===== src/rtl/compare_stim_gen_if.sv =====
// Comparator port bundle between compare_stim_gen (master) and the
// equality block under test (slave).
//
// Handshake: there is no valid/ready pair. The master holds a/b stable from
// the cycle after it drives them until it samples equal_in. The slave answers
// combinationally (or within the configured settle time) on equal_in.
interface compare_stim_gen_if #(
  parameter int WIDTH = 1
);
  logic [WIDTH-1:0] a;
  logic [WIDTH-1:0] b;
  logic             equal_in;

  modport master (output a, output b, input equal_in);
  modport slave  (input a, input b, output equal_in);
endinterface


===== src/rtl/compare_stim_gen.sv =====
// Self-checking stimulus sequencer for the compare equality block.
// Sweeps every (a, b) pair with idx ascending (a = low half, b = high half).
// After each pair settles it checks equal_in against a == b, counts the
// mismatches and remembers the first failing pair.
// Optional build macro COMPARE_STIM_STOP_ON_ERR_EN: the first mismatch ends
// the sweep immediately.
module compare_stim_gen #(
  parameter int WIDTH  = 1,
  parameter int SETTLE = 1
) (
  input  logic                  clk,
  input  logic                  rst_n,
  input  logic                  start,
  compare_stim_gen_if.master    cmp,
  output logic                  busy,
  output logic                  done,
  output logic                  pass,
  output logic [15:0]           err_cnt,
  output logic [WIDTH-1:0]      fail_a,
  output logic [WIDTH-1:0]      fail_b,
  output logic [1:0]            dbg_state_o
);

  localparam logic [1:0] S_IDLE  = 2'd0;
  localparam logic [1:0] S_DRIVE = 2'd1;
  localparam logic [1:0] S_WAIT  = 2'd2;
  localparam logic [1:0] S_CHECK = 2'd3;

  // Last settle count; only used when SETTLE > 0, so the SETTLE = 0 case is a
  // don't-care.
  localparam logic [3:0] SETTLE_LAST = (SETTLE > 0) ? 4'(SETTLE - 1) : 4'd0;

  logic [1:0]         state_q, state_d;
  logic [2*WIDTH-1:0] idx_q, idx_d;
  logic [3:0]         cnt_q, cnt_d;
  logic [WIDTH-1:0]   a_q, a_d, b_q, b_d;
  logic               busy_q, busy_d;
  logic               done_q, done_d;
  logic               pass_q, pass_d;
  logic [15:0]        err_q, err_d;
  logic [WIDTH-1:0]   fa_q, fa_d, fb_q, fb_d;
  logic               mismatch;
  logic               last_pair;

  // Next-state logic for the sweep sequencer and its result registers.
  always_comb begin
    state_d   = state_q;
    idx_d     = idx_q;
    cnt_d     = cnt_q;
    a_d       = a_q;
    b_d       = b_q;
    busy_d    = busy_q;
    done_d    = 1'b0;
    pass_d    = pass_q;
    err_d     = err_q;
    fa_d      = fa_q;
    fb_d      = fb_q;
    mismatch  = 1'b0;
    last_pair = 1'b0;
    case (state_q)
      S_IDLE: begin
        if (start) begin
          idx_d   = '0;
          err_d   = '0;
          fa_d    = '0;
          fb_d    = '0;
          pass_d  = 1'b0;
          busy_d  = 1'b1;
          state_d = S_DRIVE;
        end
      end
      S_DRIVE: begin
        a_d     = idx_q[WIDTH-1:0];
        b_d     = idx_q[2*WIDTH-1:WIDTH];
        cnt_d   = '0;
        state_d = (SETTLE > 0) ? S_WAIT : S_CHECK;
      end
      S_WAIT: begin
        cnt_d = cnt_q + 4'd1;
        if (cnt_q == SETTLE_LAST) state_d = S_CHECK;
      end
      S_CHECK: begin
        mismatch = (cmp.equal_in != (a_q == b_q));
        if (mismatch) begin
          err_d = (err_q == 16'hFFFF) ? err_q : err_q + 16'd1;
          if (err_q == 16'd0) begin
            fa_d = a_q;
            fb_d = b_q;
          end
        end
        last_pair = &idx_q;
`ifdef COMPARE_STIM_STOP_ON_ERR_EN
        last_pair = last_pair | mismatch;
`endif
        if (last_pair) begin
          busy_d  = 1'b0;
          done_d  = 1'b1;
          pass_d  = (err_q == 16'd0) && !mismatch;
          state_d = S_IDLE;
        end else begin
          idx_d   = idx_q + 1'b1;
          state_d = S_DRIVE;
        end
      end
      default: state_d = S_IDLE;
    endcase
  end

  // State and output registers; reset aborts any sweep with no done pulse.
  always_ff @(posedge clk or negedge rst_n) begin
    if (!rst_n) begin
      state_q <= S_IDLE;
      idx_q   <= '0;
      cnt_q   <= '0;
      a_q     <= '0;
      b_q     <= '0;
      busy_q  <= 1'b0;
      done_q  <= 1'b0;
      pass_q  <= 1'b0;
      err_q   <= '0;
      fa_q    <= '0;
      fb_q    <= '0;
    end else begin
      state_q <= state_d;
      idx_q   <= idx_d;
      cnt_q   <= cnt_d;
      a_q     <= a_d;
      b_q     <= b_d;
      busy_q  <= busy_d;
      done_q  <= done_d;
      pass_q  <= pass_d;
      err_q   <= err_d;
      fa_q    <= fa_d;
      fb_q    <= fb_d;
    end
  end

  assign cmp.a       = a_q;
  assign cmp.b       = b_q;
  assign busy        = busy_q;
  assign done        = done_q;
  assign pass        = pass_q;
  assign err_cnt     = err_q;
  assign fail_a      = fa_q;
  assign fail_b      = fb_q;
  assign dbg_state_o = state_q;

endmodule


===== src/flat_wrapper.sv =====
// flat-port wrapper written by rule: the top's interface ports become plain ports
module compare_stim_gen_flat 
#(
  parameter int WIDTH  = 1,
  parameter int SETTLE = 1
)
  (clk, rst_n, start, busy, done, pass, err_cnt, fail_a, fail_b, dbg_state_o, cmp_a, cmp_b, cmp_equal_in);
  compare_stim_gen_if #(.WIDTH(WIDTH)) cmp_i ();
  input  logic clk;
  input  logic rst_n;
  input  logic start;
  output logic busy;
  output logic done;
  output logic pass;
  output logic [15:0] err_cnt;
  output logic [WIDTH-1:0] fail_a;
  output logic [WIDTH-1:0] fail_b;
  output logic [1:0] dbg_state_o;
  output wire logic [$bits(cmp_i.a)-1:0] cmp_a;
  output wire logic [$bits(cmp_i.b)-1:0] cmp_b;
  input wire logic [$bits(cmp_i.equal_in)-1:0] cmp_equal_in;
  assign cmp_a = cmp_i.a;
  assign cmp_b = cmp_i.b;
  assign cmp_i.equal_in = cmp_equal_in;
  compare_stim_gen #(.WIDTH(WIDTH), .SETTLE(SETTLE)) u_core (.clk(clk), .rst_n(rst_n), .start(start), .cmp(cmp_i), .busy(busy), .done(done), .pass(pass), .err_cnt(err_cnt), .fail_a(fail_a), .fail_b(fail_b), .dbg_state_o(dbg_state_o));
endmodule

===== config.mk =====
export PLATFORM = sky130hd
export DESIGN_NAME = compare_stim_gen_flat
export DESIGN_NICKNAME = d
export VERILOG_FILES = /design/src/rtl/compare_stim_gen_if.sv /design/src/rtl/compare_stim_gen.sv /design/src/flat_wrapper.sv
export SDC_FILE = /design/constraint.sdc
export NUM_CORES = 1
export LEC_CHECK = 0
export CAP_MARGIN = 25
export CORE_MARGIN = 4
export CORE_UTILIZATION = 44
export DETAILED_ROUTE_END_ITERATION = 8
export PLACE_DENSITY = 0.68
export SYNTH_ARGS = -nofsm -noshare
export SYNTH_HDL_FRONTEND = slang
export SYNTH_SLANG_ARGS = --single-unit
export TNS_END_PERCENT = 100

===== constraint.sdc =====
create_clock -name clk -period 3.69 [get_ports clk]
set_clock_uncertainty 0.2 [all_clocks]
set_input_delay 0.738 -clock clk [delete_from_list [all_inputs] [get_ports clk]]
set_output_delay 0.738 -clock clk [all_outputs]
set_load 0.03 [all_outputs]

* Yosys cells after proc, flatten, opt, wreduce, memory -nomap -nowiden
Cells that the tools add are included.
Word-level totals: output and inout port bits 25, input port bits 4, logic and storage cells 66, register bits 31
Cells by class: equal/unequal tests 13, reductions and logical operators 13, add/sub/neg operators 3, muxes and demuxes 26
Operator list (number):
- $mux 16 | 3
- $pmux 16 s2 | 1
- $add 16x1->16 const B | 1
- $eq 16x16->1 const B | 1
- $logic_not 16->1 | 1
- $mux 1 | 11
- $mux 2 | 4
- $ne 2x1->1 const B | 4
- $pmux 1 s2 | 4
- $pmux 2 s4 | 1
- $pmux 4 s2 | 1
- $reduce_and 4->1 | 2
- $ne 2x2->1 const B | 3
- $reduce_and 3->1 | 2
- $add 4x1->4 const B | 1
- $eq 2x2->1 const B | 2
- $logic_not 4->1 | 1
- $pmux 2 s2 | 1
- $reduce_and 2->1 | 2
- $reduce_bool 2->1 | 2
- $add 2x1->2 const B | 1
- $eq 2x1->1 const B | 1
- $logic_not 2->1 | 1
- $eq 1x1->1 | 1
- 3 further kinds | 3

* Longest topological paths before layout
depth in word-level cells 6, depth in mapped cells 9, gate-level depth less buffers 7

* Worst setup path before layout
OpenSTA, ideal clock, no wires.
kind flip-flop to flip-flop, start point register u_core.state_q[0] (netlist: u_core.dbg_state_o[0]), end point register u_core.err_q[13] (netlist: u_core.err_cnt[13]), library setup time 0.069 ns, path slack 1.210 ns, data required time 3.421 ns, stages on the path, launching flop included 9, period minus slack after synthesis 2.480 ns, arrival 2.211 ns, buffers on the path 1, cell sequence dfrtp_1 > inv_1 > ha_1 > mux2i_1 > a21o_1 > a41o_1 > buf_6 > or4b_1 > nand3_1
Between the ends: cells in the longest elaborated chain, start to end 3, elaborated cells on any way between the ends 8, classes of those cells eq/ne (4); mux (1); reduce/logical (3)
RTL lines:
- start, declared | line compare_stim_gen.sv:33 | logic [1:0] state_q, state_d;
- start signal, assigned | line compare_stim_gen.sv:124 | state_q <= state_d;
- $eq 2x2->1 / $logic_not 2->1 (equally long branches) | line compare_stim_gen.sv:60 | case (state_q)
- $ne 2x2->1 (no source line) (tied with other cells)
- $reduce_and 4->1 (no source line)
- end signal, assigned | line compare_stim_gen.sv:132 | err_q <= err_d;
- end, declared | line compare_stim_gen.sv:40 | logic [15:0] err_q, err_d;
Several ways; a longest one is shown, not always the timed one. A chain may end at the register's enable or synchronous reset.

* Worst setup path in the final report
start point input port cmp_equal_in, end point register u_core.err_q[2] (netlist: u_core.err_cnt[2])
Between the ends: cells in the longest elaborated chain, start to end 3
RTL lines:
- start, declared | line flat_wrapper.sv:21 | input wire logic [$bits(cmp_i.equal_in)-1:0] cmp_equal_in;
- $ne 1x1->1 | line compare_stim_gen.sv:83 | mismatch = (cmp.equal_in != (a_q == b_q));
- $ne 2x1->1 (no source line)
- $reduce_and 4->1 (no source line)
No other way between the ends.

==> results.py <==
metrics = {
    "status": {
        "status": "completed",
    },
    "finish": {
        "layout-drive-gt1-share_pct": 5.17,
        "syn2layout_area_growth_pct": 22.6,
        "fillers": 397,
        "diodes": 0,
        "nNetsFinal": 245,
    },
    "synth": {
        "ys.warnings.count": 0,
        "synth_compound_area_share_pct": 13.3,
        "synth_most_common_cell": "nand2_1",
        "avgSynthCellArea_um2": 9.06,
        "synth_cells": 200,
        "ys_seq_elements": 31,
        "synth.area.top_cells": "dfrtp_1, nand2_1, ha_1",
        "synth-xor-area-share_pct": 1.31,
        "synth_nets": 214,
        "yosys.area.top_type_share_pct": 42.8,
        "synth_ff_type": "dfrtp_1",
        "synthTopCellsByCount": "nand2_1, dfrtp_1, nand3_1, o21ai_0, inv_1",
        "synth_top_family_by_area": "simple AND/OR/NAND/NOR gates",
        "synth_edf_count": 0,
        "yosys.area_share.simple_pct": 27.8,
        "synthArstFlopShare_pct": 100,
        "seq_area_frac_synth_pct": 42.8,
        "netlist_area_mm2": 0.00181,
        "yosys-mux-area-fraction_pct": 3.45,
        "synth.largest_area_cell": "dfrtp_1",
        "synthAdderAreaFrac_pct": 6.90,
        "synthDistinctLibCells": 39,
    },
    "sta": {
        "min_period_ns": 2.79,
        "worstMarginPinSlew_ns": 0.661,
        "max-slew-margin-rel_pct": 55.5,
        "finalSetupViolCount": 0,
        "clock.fmax_mhz": 359,
        "fin_crit_sh_pct": 75.5,
        "hold_violations": 0,
        "drv_slew": 0,
        "rsz0062_at_grt": "false",
        "finalSetupTns_ns": 0,
        "timing.hold.ws_ns": 0.286,
    },
    "global_route": {
        "overflow": 0,
        "antenna_found_initial": 0,
        "grt_pass1_vias": 1417,
        "grt_pass1_wl_um": 6730,
        "grt_max_degree": 35,
        "grt_use_total_pct": 16.4,
    },
    "drt": {
        "wl_per_cell_um": 13.5,
        "vias_per_cell": 5.60,
        "first_iter_violations": 107,
        "dr.pass1.iters": 4,
        "antenna_left": 0,
        "wl_um": 3820,
        "drc": 0,
        "via_count": 1580,
    },
    "clock_network": {
        "postCtsSetupRepairBufs": 0,
        "clk_path_buf_depth": 2,
        "cts_hold_buf": 0,
        "cts_root_buffer": "clkbuf_8",
        "cts.htree.levels": 2,
        "numCtsBuffers": 5,
        "path_clk_slew_ns": 0.06,
        "cts.sinks": 31,
        "clkLatencyLatePin_ns": 0.28,
        "cts_tree": "done",
        "ctsResizeCount": 0,
    },
    "flow_run": {
        "cap_violations": 0,
    },
    "floorplanning": {
        "die_width_um": 72.2,
        "die_h_um": 72.2,
        "die-area_mm2": 0.00521,
        "core_area_mm2": 0.00400,
        "row_count": 23,
        "pin_count": 29,
        "start_util_pct": 45.3,
    },
    "pwr": {
        "clock_power_share_pct": 14.5,
        "leakage_nw": 0.953,
        "intPower_w": 0.000947,
        "p_sw_w": 0.000807,
        "peakVddDrop_uv": 413,
        "combinationalPowerShare_pct": 53.2,
        "pwr-share-seq_pct": 32.2,
        "swShare_pct": 46.0,
        "p_per_area_mw_per_mm2": 789,
    },
    "critical_path": {
        "critPathLaunchType": "primary input",
        "cp_max_fo": 17,
        "worstSetupPathType": "primary input to register",
        "crit_path_end_kind": "register",
        "worstPathRequired_ns": 3.71,
        "arrival_ns": 2.80,
    },
    "place": {
        "hpwl_um": 2670,
        "gp_congestion": 0.826,
        "port-buffer-count": 28,
    },
    "worst_hold_path": {
        "hold_class": "register to register",
    },
}
==> sequential cells by signal, indices dropped and copies added, names as in the netlist <==
name	cells
u_core.busy	1
u_core.pass	1
u_core.cmp.b	1
u_core.cmp.a	1
u_core.cnt_q	4
u_core.idx_q	2
u_core.dbg_state_o	2
u_core.fail_b	1
u_core.fail_a	1
u_core.err_cnt	16
u_core.done	1
==> stage by stage <==
step	util (%)	cell area, um2	worst slack, ns	instances	power [W]
2_1_floorplan	-	1810	1.21	200	0.00122
3_3_place_gp	53.6	2140	0.660	274	0.00149
3_5_place_dp	53.6	2140	0.624	274	0.00151
4_1_cts	55.6	2220	0.908	282	0.00177
5_1_grt	55.6	2220	0.761	282	0.00192
6_report	55.6	2220	0.903	282	0.00175
==> critical path, cell delays in order <==
cell	delay, ns
clkdlybuf4s50_1	0.47
xor3_1	0.24
a21o_1	0.25
a41o_1	0.41
buf_4	0.26
or3_1	0.34
nand3_1	0.08
==> layout make-up <==
type / instances / area [um2] / share of cell area (%)
Timing Repair Buffer: 31 / 303 / 13.6
Multi-Input combinational cell: 150 / 956 / 43.0
Sequential cell: 31 / 776 / 34.9
Inverter: 12 / 45.0 / 2.03
Clock buffer: 7 / 76.3 / 3.43
Tap cell: 50 / 62.6 / 2.81
Clock inverter: 1 / 5.00 / 0.225
==> cells in the final DEF (no fill, tap or decap), drive strengths merged, types with 5 or more instances in the layout <==
cell / netlist / routed
o21ai: 14 / 14
o221ai: 7 / 7
clkdlybuf4s50: 0 / 28
nor2: 5 / 5
dfrtp: 31 / 31
nand4: 5 / 5
a21oi: 5 / 5
clkbuf: 4 / 7
nand2: 41 / 41
nand3: 14 / 14
nand3b: 8 / 8
ha: 10 / 10
nor4: 5 / 5
inv: 12 / 12
==> power by group through the flow <==
| stage | registers, W | logic [W] | clock network [W] |
|---|---|---|---|
| 5_1_grt | 0.000590 | 0.00104 | 0.000285 |
| 3_3_place_gp | 0.000570 | 0.000923 | 0 |
| 6_report | 0.000565 | 0.000933 | 0.000255 |
| 3_5_place_dp | 0.000573 | 0.000934 | 0 |
| 2_1_floorplan | 0.000700 | 0.000520 | 0 |
| 4_1_cts | 0.000567 | 0.000941 | 0.000266 |
==> worst paths after layout <==
kind,start,end,slack (ns),depth (start not counted)
setup / recovery,cmp_equal_in,u_core.err_cnt[2],0.90,7
hold / removal,u_core.cnt_q[3],u_core.cnt_q[3],0.29,1
setup reg to reg,u_core.err_cnt[0],u_core.err_cnt[2],0.96,7
hold reg to reg,u_core.cnt_q[3],u_core.cnt_q[3],0.29,1
max in group asynchronous,rst_n,u_core.busy,2.35,2
min in group asynchronous,rst_n,u_core.idx_q[1],0.65,2
==> metal layers <==
layer / wire length [um] / GRT usage [%] / vias up
met4: 66 / 6.89 / 0
li1: - / - / 785
met5: 0 / 0 / -
met1: 1830 / 23.2 / 747
met2: 1700 / 23.7 / 42
met3: 222 / 4.29 / 6
==> kinds of logic (layout without fill, tap and decap cells) <==
logic type                 count (synthesis)  after routing
muxes                                      6              6
adders and majority gates                 10             10
and+or+nand+nor                           97             97
buffers and inverters                     19             51
AOI/OAI and AO/OA                         36             36
DFF                                       31             31
xor gates and xnor gates                   1              1
(Power assumes the default switching activity.)
